===== src/rtl/sipo_frame_pkg.sv =====
// Shared state encoding and line levels for the SIPO framing controller.
package sipo_frame_pkg;

  typedef enum logic [1:0] {
    IDLE   = 2'd0,
    DATA   = 2'd1,
    STOP   = 2'd2,
    PARITY = 2'd3
  } state_t;

  localparam logic START_LVL = 1'b0;
  localparam logic STOP_LVL  = 1'b1;

endpackage


===== src/rtl/sipo_word_buf.sv =====
// One-entry valid/ready holding register; flags a word offered while full and unread.
module sipo_word_buf #(
  parameter int DATA_W = 4
) (
  input  logic              clk,
  input  logic              rst_n,
  input  logic              load,
  input  logic [DATA_W-1:0] word,
  input  logic              data_ready,
  output logic [DATA_W-1:0] data_out,
  output logic              data_valid,
  output logic              overrun
);

  // A read on the same edge frees the slot, so the new word is accepted.
  logic slot_free;
  assign slot_free = !data_valid || data_ready;

  // NOTE: sequential state uses non-blocking (<=) so every register updates from pre-edge values.
  always_ff @(posedge clk or negedge rst_n) begin
    if (!rst_n) begin
      data_out   <= '0;
      data_valid <= 1'b0;
      overrun    <= 1'b0;
    end else begin
      overrun <= load && !slot_free;
      if (load && slot_free) begin
        data_out   <= word;
        data_valid <= 1'b1;
      end else if (data_valid && data_ready) begin
        data_valid <= 1'b0;
      end
    end
  end

endmodule


===== src/rtl/sipo_frame_ctrl.sv =====
// Start/stop framing FSM and shift register feeding a one-word output buffer.
// Optional even-parity check before the stop bit when PARITY_CHECK_EN is defined.
module sipo_frame_ctrl
  import sipo_frame_pkg::*;
#(
  parameter int DATA_W = 4,
  parameter int CNT_W  = $clog2(DATA_W)
) (
  input  logic              clk,
  input  logic              rst_n,
  input  logic              sample_en,
  input  logic              serial_in,
  output logic              shift_en,
  output logic [DATA_W-1:0] data_out,
  output logic              data_valid,
  input  logic              data_ready,
`ifdef PARITY_CHECK_EN
  output logic              parity_err,
`endif
  output logic              frame_err,
  output logic              overrun
);

  localparam logic [CNT_W-1:0] LAST_BIT = CNT_W'(DATA_W - 1);

  state_t            state_q, state_d;
  logic [CNT_W-1:0]  bit_cnt, cnt_d;
  logic [DATA_W-1:0] shreg, shreg_d;
  logic              load;
  logic              ferr_d;
`ifdef PARITY_CHECK_EN
  logic              perr_d;
`endif

  assign shift_en = sample_en && (state_q == DATA);

  // NOTE: every always_comb output gets a default first so no path can infer a latch.
  always_comb begin
    state_d = state_q;
    cnt_d   = bit_cnt;
    shreg_d = shreg;
    load    = 1'b0;
    ferr_d  = 1'b0;
`ifdef PARITY_CHECK_EN
    perr_d  = 1'b0;
`endif
    if (sample_en) begin
      case (state_q)
        IDLE: begin
          if (serial_in == START_LVL) begin
            state_d = DATA;
            cnt_d   = '0;
          end
        end
        DATA: begin
          shreg_d = {shreg[DATA_W-2:0], serial_in};
          if (bit_cnt == LAST_BIT) begin
`ifdef PARITY_CHECK_EN
            state_d = PARITY;
`else
            state_d = STOP;
`endif
          end else begin
            cnt_d = bit_cnt + CNT_W'(1);
          end
        end
`ifdef PARITY_CHECK_EN
        PARITY: begin
          if (serial_in == ^shreg) begin
            state_d = STOP;
          end else begin
            perr_d  = 1'b1;
            state_d = IDLE;
          end
        end
`endif
        STOP: begin
          // A low stop bit is consumed here; start detection resumes on the next strobe.
          if (serial_in == STOP_LVL) load = 1'b1;
          else                       ferr_d = 1'b1;
          state_d = IDLE;
        end
        default: state_d = IDLE;
      endcase
    end
  end

  always_ff @(posedge clk or negedge rst_n) begin
    if (!rst_n) begin
      state_q   <= IDLE;
      bit_cnt   <= '0;
      shreg     <= '0;
      frame_err <= 1'b0;
`ifdef PARITY_CHECK_EN
      parity_err <= 1'b0;
`endif
    end else begin
      state_q   <= state_d;
      bit_cnt   <= cnt_d;
      shreg     <= shreg_d;
      frame_err <= ferr_d;
`ifdef PARITY_CHECK_EN
      parity_err <= perr_d;
`endif
    end
  end

  sipo_word_buf #(.DATA_W(DATA_W)) u_word_buf (
    .clk        (clk),
    .rst_n      (rst_n),
    .load       (load),
    .word       (shreg),
    .data_ready (data_ready),
    .data_out   (data_out),
    .data_valid (data_valid),
    .overrun    (overrun)
  );

endmodule


===== config.mk =====
export PLATFORM = sky130hd
export DESIGN_NAME = sipo_frame_ctrl
export DESIGN_NICKNAME = d
export VERILOG_FILES = /design/src/rtl/sipo_frame_pkg.sv /design/src/rtl/sipo_word_buf.sv /design/src/rtl/sipo_frame_ctrl.sv
export SDC_FILE = /design/constraint.sdc
export NUM_CORES = 1
export LEC_CHECK = 0
export ABC_CLOCK_PERIOD_IN_PS = 3600
export BUFFER_PORTS_ARGS = -buffer_cell sky130_fd_sc_hd__buf_2
export CORE_AREA = 2 2 40 42
export CTS_CLUSTER_SIZE = 12
export DETAILED_ROUTE_END_ITERATION = 12
export DIE_AREA = 0 0 42 44
export PLACE_DENSITY = 0.72
export SYNTH_ARGS = -nofsm -noshare
export SYNTH_HDL_FRONTEND = slang
export SYNTH_SLANG_ARGS = --single-unit

===== constraint.sdc =====
create_clock -name clk -period 3.6 [get_ports clk]
set_clock_uncertainty 0.15 [all_clocks]
set_input_delay 0.18 -clock clk [delete_from_list [all_inputs] [get_ports clk]]
set_output_delay 0.18 -clock clk [all_outputs]
set_load 0.02 [all_outputs]

# [Yosys cells after proc, flatten, opt, wreduce, memory -nomap -nowiden]
# Index checks and enable logic that the tools add are counted.
[totals] in_bits=5 latchBits=0 word_cells=41 memories=0 ramBits=0 regBits=15 output_inout_bits=8 rom_bits=0
[op_classes] bitwise_logic=0 addsub=1 order_cmp=0 shift=0 n_eq_ne=6 mux=14 n_reduce_logical=13 div_mod_pow=0 n_mul=0
[ops] op="1-bit 2-to-1 mux" n=8
[ops] op="2-bit 2-to-1 mux" n=4
[ops] op="2-bit case mux with 2 select lines" n=2
[ops] op="2-bit equality test (second input constant)" n=2
[ops] op="1-bit logical AND" n=4
[ops] op="2-bit != test (second input constant)" n=2
[ops] op="4-bit AND reduction" n=1
[ops] op="2-bit nonzero test" n=2
[ops] op="3-bit AND reduction" n=1
[ops] op="2-bit by 1-bit adder with 2-bit output (second input constant)" n=1
[ops] op="2-bit by 1-bit equality test with 1-bit output (second input constant)" n=1
[ops] op="1-bit logical NOT" n=2
[ops] op="2-bit logical NOT" n=1
[ops] op="2-bit by 1-bit != test with 1-bit output (second input constant)" n=1
[ops] op="2-bit AND reduction" n=1
[ops] op="1-bit logical OR" n=1

# [Logic depth before layout (Yosys ltp)]
[logic_depth] ltp_word=5 ltp_mapped=5 mapped_depth_nobuf=4

# [Modules after synthesis]
# From an unflattened synthesis, not the netlist that was laid out.
[hier_totals] cells_unflattened=49 hier_area_um2=691.9
[modules_own_cells] module="sipo_frame_ctrl" area_per_inst_um2=445.4 n_inst=1 cells_each=34 seq_area_each_um2=225.2
[modules_own_cells] module="sipo_word_buf" area_per_inst_um2=246.5 n_inst=1 cells_each=15 seq_area_each_um2=150.1

# [Least setup slack after synthesis]
# No wires, ideal clock.
[synth_timing] kind="register -> register" startpoint="reg state_q[1]" endpoint="reg shreg[0]" path_buffers=2 period_less_slack_ps=1542 arrival_ps=1267 stages_incl_launch_ff=5 required_ps=3325 setup_ps=125 path_slack_ps=2058 path_cell_list="dfrtp_1 -> buf_6 -> or3_1 -> buf_6 -> mux2_4"
[synth_via] elab_chain_cells=2
[synth_lines] item="start, declared" line="sipo_frame_ctrl.sv:26" rtl="state_t state_q, state_d;"
[synth_lines] item="start signal, assigned" line="sipo_frame_ctrl.sv:98" rtl="state_q <= state_d;"
[synth_lines] item="2-bit by 1-bit equality test with 1-bit output" line="sipo_frame_ctrl.sv:48" rtl="case (state_q)"
[synth_lines] item="2-bit AND reduction (no source line)"
[synth_lines] item="end signal, assigned" line="sipo_frame_ctrl.sv:100" rtl="shreg <= shreg_d;"
[synth_lines] item="end, declared" line="sipo_frame_ctrl.sv:28" rtl="logic [DATA_W-1:0] shreg, shreg_d;"
# No other way between the ends.
# A chain may end at the register's enable or synchronous reset.

# [Final worst setup path]
[layout_timing] startpoint="reg state_q[1]" endpoint="out shift_en"
[layout_via] elab_chain_cells=2
[layout_lines] item="2-bit by 1-bit equality test with 1-bit output" line="sipo_frame_ctrl.sv:35" rtl="assign shift_en = sample_en && (state_q == DATA);"
[layout_lines] item="1-bit logical AND" line="sipo_frame_ctrl.sv:35"
[layout_lines] item="end, declared" line="sipo_frame_ctrl.sv:13" rtl="output logic shift_en,"
# No other way between the ends.

==> metrics.json <==
{
  "routing": {
    "ant_nets": 0,
    "initialDrtViolationCount": 2,
    "routed_wl_um": 976,
    "avgViaCountPerCell": 5.04,
    "first_pass_iters": 2,
    "num_vias": 398,
    "drc": 0,
    "routedWlPerCell_um": 12.4
  },
  "cts": {
    "clock_sink_count": 15,
    "clkTransAtPathRegs_ps": 80,
    "tritoncts": "yes",
    "ctsRootBufferMaster": "sky130_fd_sc_hd__clkbuf_4",
    "cts-htree-levels": 1,
    "cts_buffers": 3,
    "cts.path.max_buffers": 2,
    "cts_resized": 0,
    "worst_skew_pair.late_latency_ps": 270
  },
  "setup_path": {
    "register_to_register_path_setup_slack_ps": 2000,
    "library_cell_contributing_the_largest_single_delay_on_the_critical_path": "sky130_fd_sc_hd__or3_1",
    "worst_ep_required_time_ps": 3270,
    "critPathArrivalTime_ps": 1500,
    "timing.critical_path.to": "shift_en",
    "worst_path_largest_cell_delay_ps": 530,
    "worst_r2r_startpoint": "state_q[1]",
    "worst-r2r-cell-count": 3,
    "critical_path.startpoint": "state_q[1]",
    "critical_path.endpoint_type": "output port",
    "reg2reg_to": "u_word_buf.data_out[1]",
    "worstPathCellList": "or3_1 -> inv_1 -> buf_2",
    "worst-setup-path-type": "reg -> out",
    "crit_path_max_fanout": 8,
    "crit_path_start_kind": "register"
  },
  "sta": {
    "setup_viol_count_final": 0,
    "number_of_hold_violations_in_the_final_report": 0,
    "setup_slack_ps": 1770,
    "final.period_utilization_pct": 50.9,
    "period_minus_slack_ps": 1830,
    "achievable-frequency_ghz": 0.546,
    "worst-slew-pin-transition_ps": 326,
    "finalSetupTns_ps": 0,
    "worst_slew_margin_rel_pct": 78.3,
    "setup_repair_after_global_routing_missed_its_margin": "no",
    "slew_violations": 0
  },
  "synthesis": {
    "yosys_warnings": 0,
    "asyncSetResetFlopFracSynth_pct": 100,
    "synth_compound_area_share_pct": 7.89,
    "synth_edf_count": 0,
    "syn_avg_cell_area_um2": 13.6,
    "synth_adder_area_share_pct": 1.88,
    "yosysSeqAreaShare_pct": 56.4,
    "synth.area.mux_share_pct": 17.3,
    "synth_area_um2": 666,
    "cells_after_synth": 49,
    "post_synth_most_frequent_cells": "sky130_fd_sc_hd__dfrtp_1 (15), sky130_fd_sc_hd__mux2_2 (4), sky130_fd_sc_hd__mux2_4 (4)",
    "synth_ff_type": "sky130_fd_sc_hd__dfrtp_1",
    "most_instantiated_library_cell_after_synthesis": "sky130_fd_sc_hd__dfrtp_1",
    "synth_top_area_share_pct": 56.4,
    "largest_family_of_logic_cells_by_synthesized_area": "multiplexers",
    "area_share_of_and_or_nand_nor_cells_after_synthesis_pct": 10.3,
    "synth-seq-cells": 15,
    "mappedNetlistNets": 55,
    "yosys.area.top_type": "sky130_fd_sc_hd__dfrtp_1",
    "yosys-top-cells-area": "sky130_fd_sc_hd__dfrtp_1 (56%), sky130_fd_sc_hd__mux2_4 (9.0%), sky130_fd_sc_hd__mux2_2 (6.8%)",
    "xor_and_xnor_fraction_of_the_mapped_netlist_area_pct": 0,
    "synthDistinctLibCells": 24
  },
  "placement": {
    "worst_setup_slack_after_placement_ps": 1980,
    "dp_hpwl_um": 743,
    "routability_congestion_estimate_from_global_placement": 0.677,
    "io_buffers": 12
  },
  "pwr": {
    "total_leakage_power_uw": 0.000395,
    "power-per-cell-area_nw_per_um2": 744,
    "vdd_drop_max_mv": 0.389
  },
  "grt": {
    "grt_overflow_total": 0,
    "grt_pass1_wl_mm": 1.75,
    "antenna_found_initial": 0,
    "grt_util_all_layers_pct": 13.3,
    "vias_in_the_first_global_route": 401,
    "grt_max_degree": 16
  },
  "die": {
    "die_height_um": 44,
    "starting_density_of_the_core_pct": 46.9,
    "die-area_um2": 1850,
    "placementRows": 14,
    "die_w_um": 42,
    "core_area_um2": 1420,
    "ioPinCount": 13
  },
  "layout": {
    "ff_latch_area_um2": 375,
    "finish.net_count": 70,
    "post-route-util_pct": 53.0,
    "nFillCells": 137,
    "post_route_cells_drive_above_1_share_pct": 41.3,
    "flow.area_growth_from_synthesis_pct": 13.0,
    "multi_input_combinational_cell_area_um2": 249,
    "num_antenna_cells": 0
  },
  "job": {
    "number_of_maximum_capacitance_violations": 0
  },
  "hold_path": {
    "hp_class": "in -> reg",
    "worst_min_path_start": "data_ready"
  },
  "status": {
    "status": "completed"
  }
}
[how the worst min path moves through the flow]
| stage | to | slack (ps) | cells past startpoint |
|---|---|---|---|
| 2_1_floorplan | bit_cnt[0] | -270 | 0 |
| 3_3_place_gp | shreg[2] | -50 | 1 |
| 3_5_place_dp | shreg[2] | -50 | 1 |
| 4_1_cts | shreg[0] | 30 | 2 |
| 5_1_grt | shreg[0] | 30 | 2 |
| 6_report | u_word_buf.data_valid | 40 | 3 |
[area by class of cell]
| cell class | count | area share (%) |
|---|---|---|
| tap | 16 | 2.66 |
| inverter | 3 | 1.50 |
| sequential | 15 | 49.9 |
| multi-input combinational | 28 | 33.1 |
| clock buffer | 4 | 3.49 |
| timing repair buffer | 13 | 9.32 |
[critical path, delay by kind of cell (launching register included)]
family / cells / cell delay, ps
AND/OR/NAND/NOR: 1 / 530
flip-flops: 1 / 460
buffers and inverters: 2 / 240
[cell families (layout without fill, tap and decap cells)]
logic type	after synthesis	in the layout
DFF	15	15
and+or+nand+nor	11	11
muxes	9	9
AOI/OAI and AO/OA	7	7
buffers and inverters	6	20
adders and majority gates	1	1
[per-stage QoR]
| step | hold slack, ps | instances | total power [uW] | cell area (um^2) |
|---|---|---|---|---|
| after CTS | 28.5 | 79 | 569 | 752 |
| final | 35.8 | 79 | 559 | 752 |
| after global routing | 34.9 | 79 | 607 | 752 |
| after global placement | -54.2 | 74 | 469 | 716 |
| after floorplan | -266 | 49 | 438 | 666 |
| after detailed placement | -49.1 | 74 | 476 | 716 |
[state kept, by name, indices dropped and copies added (netlist names)]
signal,cells
bit_cnt,2
frame_err,1
shreg,4
state_q,2
u_word_buf.data_out,4
u_word_buf.data_valid,1
u_word_buf.overrun,1
[cells in the final DEF (no fill, tap or decap), drive strengths merged, types with 2 or more instances in the layout]
cell type	count
a21oi	2
buf	12
clkbuf	4
dfrtp	15
inv	3
mux2	8
nor2	2
o2bb2ai	2
[what timing repair did]
item,in CTS,in global routing
hold buffers,1,0
setup buffers,0,0
endpoints found under the hold margin,15,0
[report_power, final]
part | internal, uW | switching [uW] | total (uW)
registers | 226 | 45.0 | 271
clock network | 42.9 | 48.1 | 91.0
logic | 110 | 86.7 | 197
[per-layer routing]
metal	up-vias	global-route usage, %	part of all wire, %
li1	201	-	-
met1	189	17.3	47
met2	8	19.1	48
met3	0	3.75	4.3
met4	0	9.68	0
met5	-	0	0
Power figures use the tool's default switching activity.
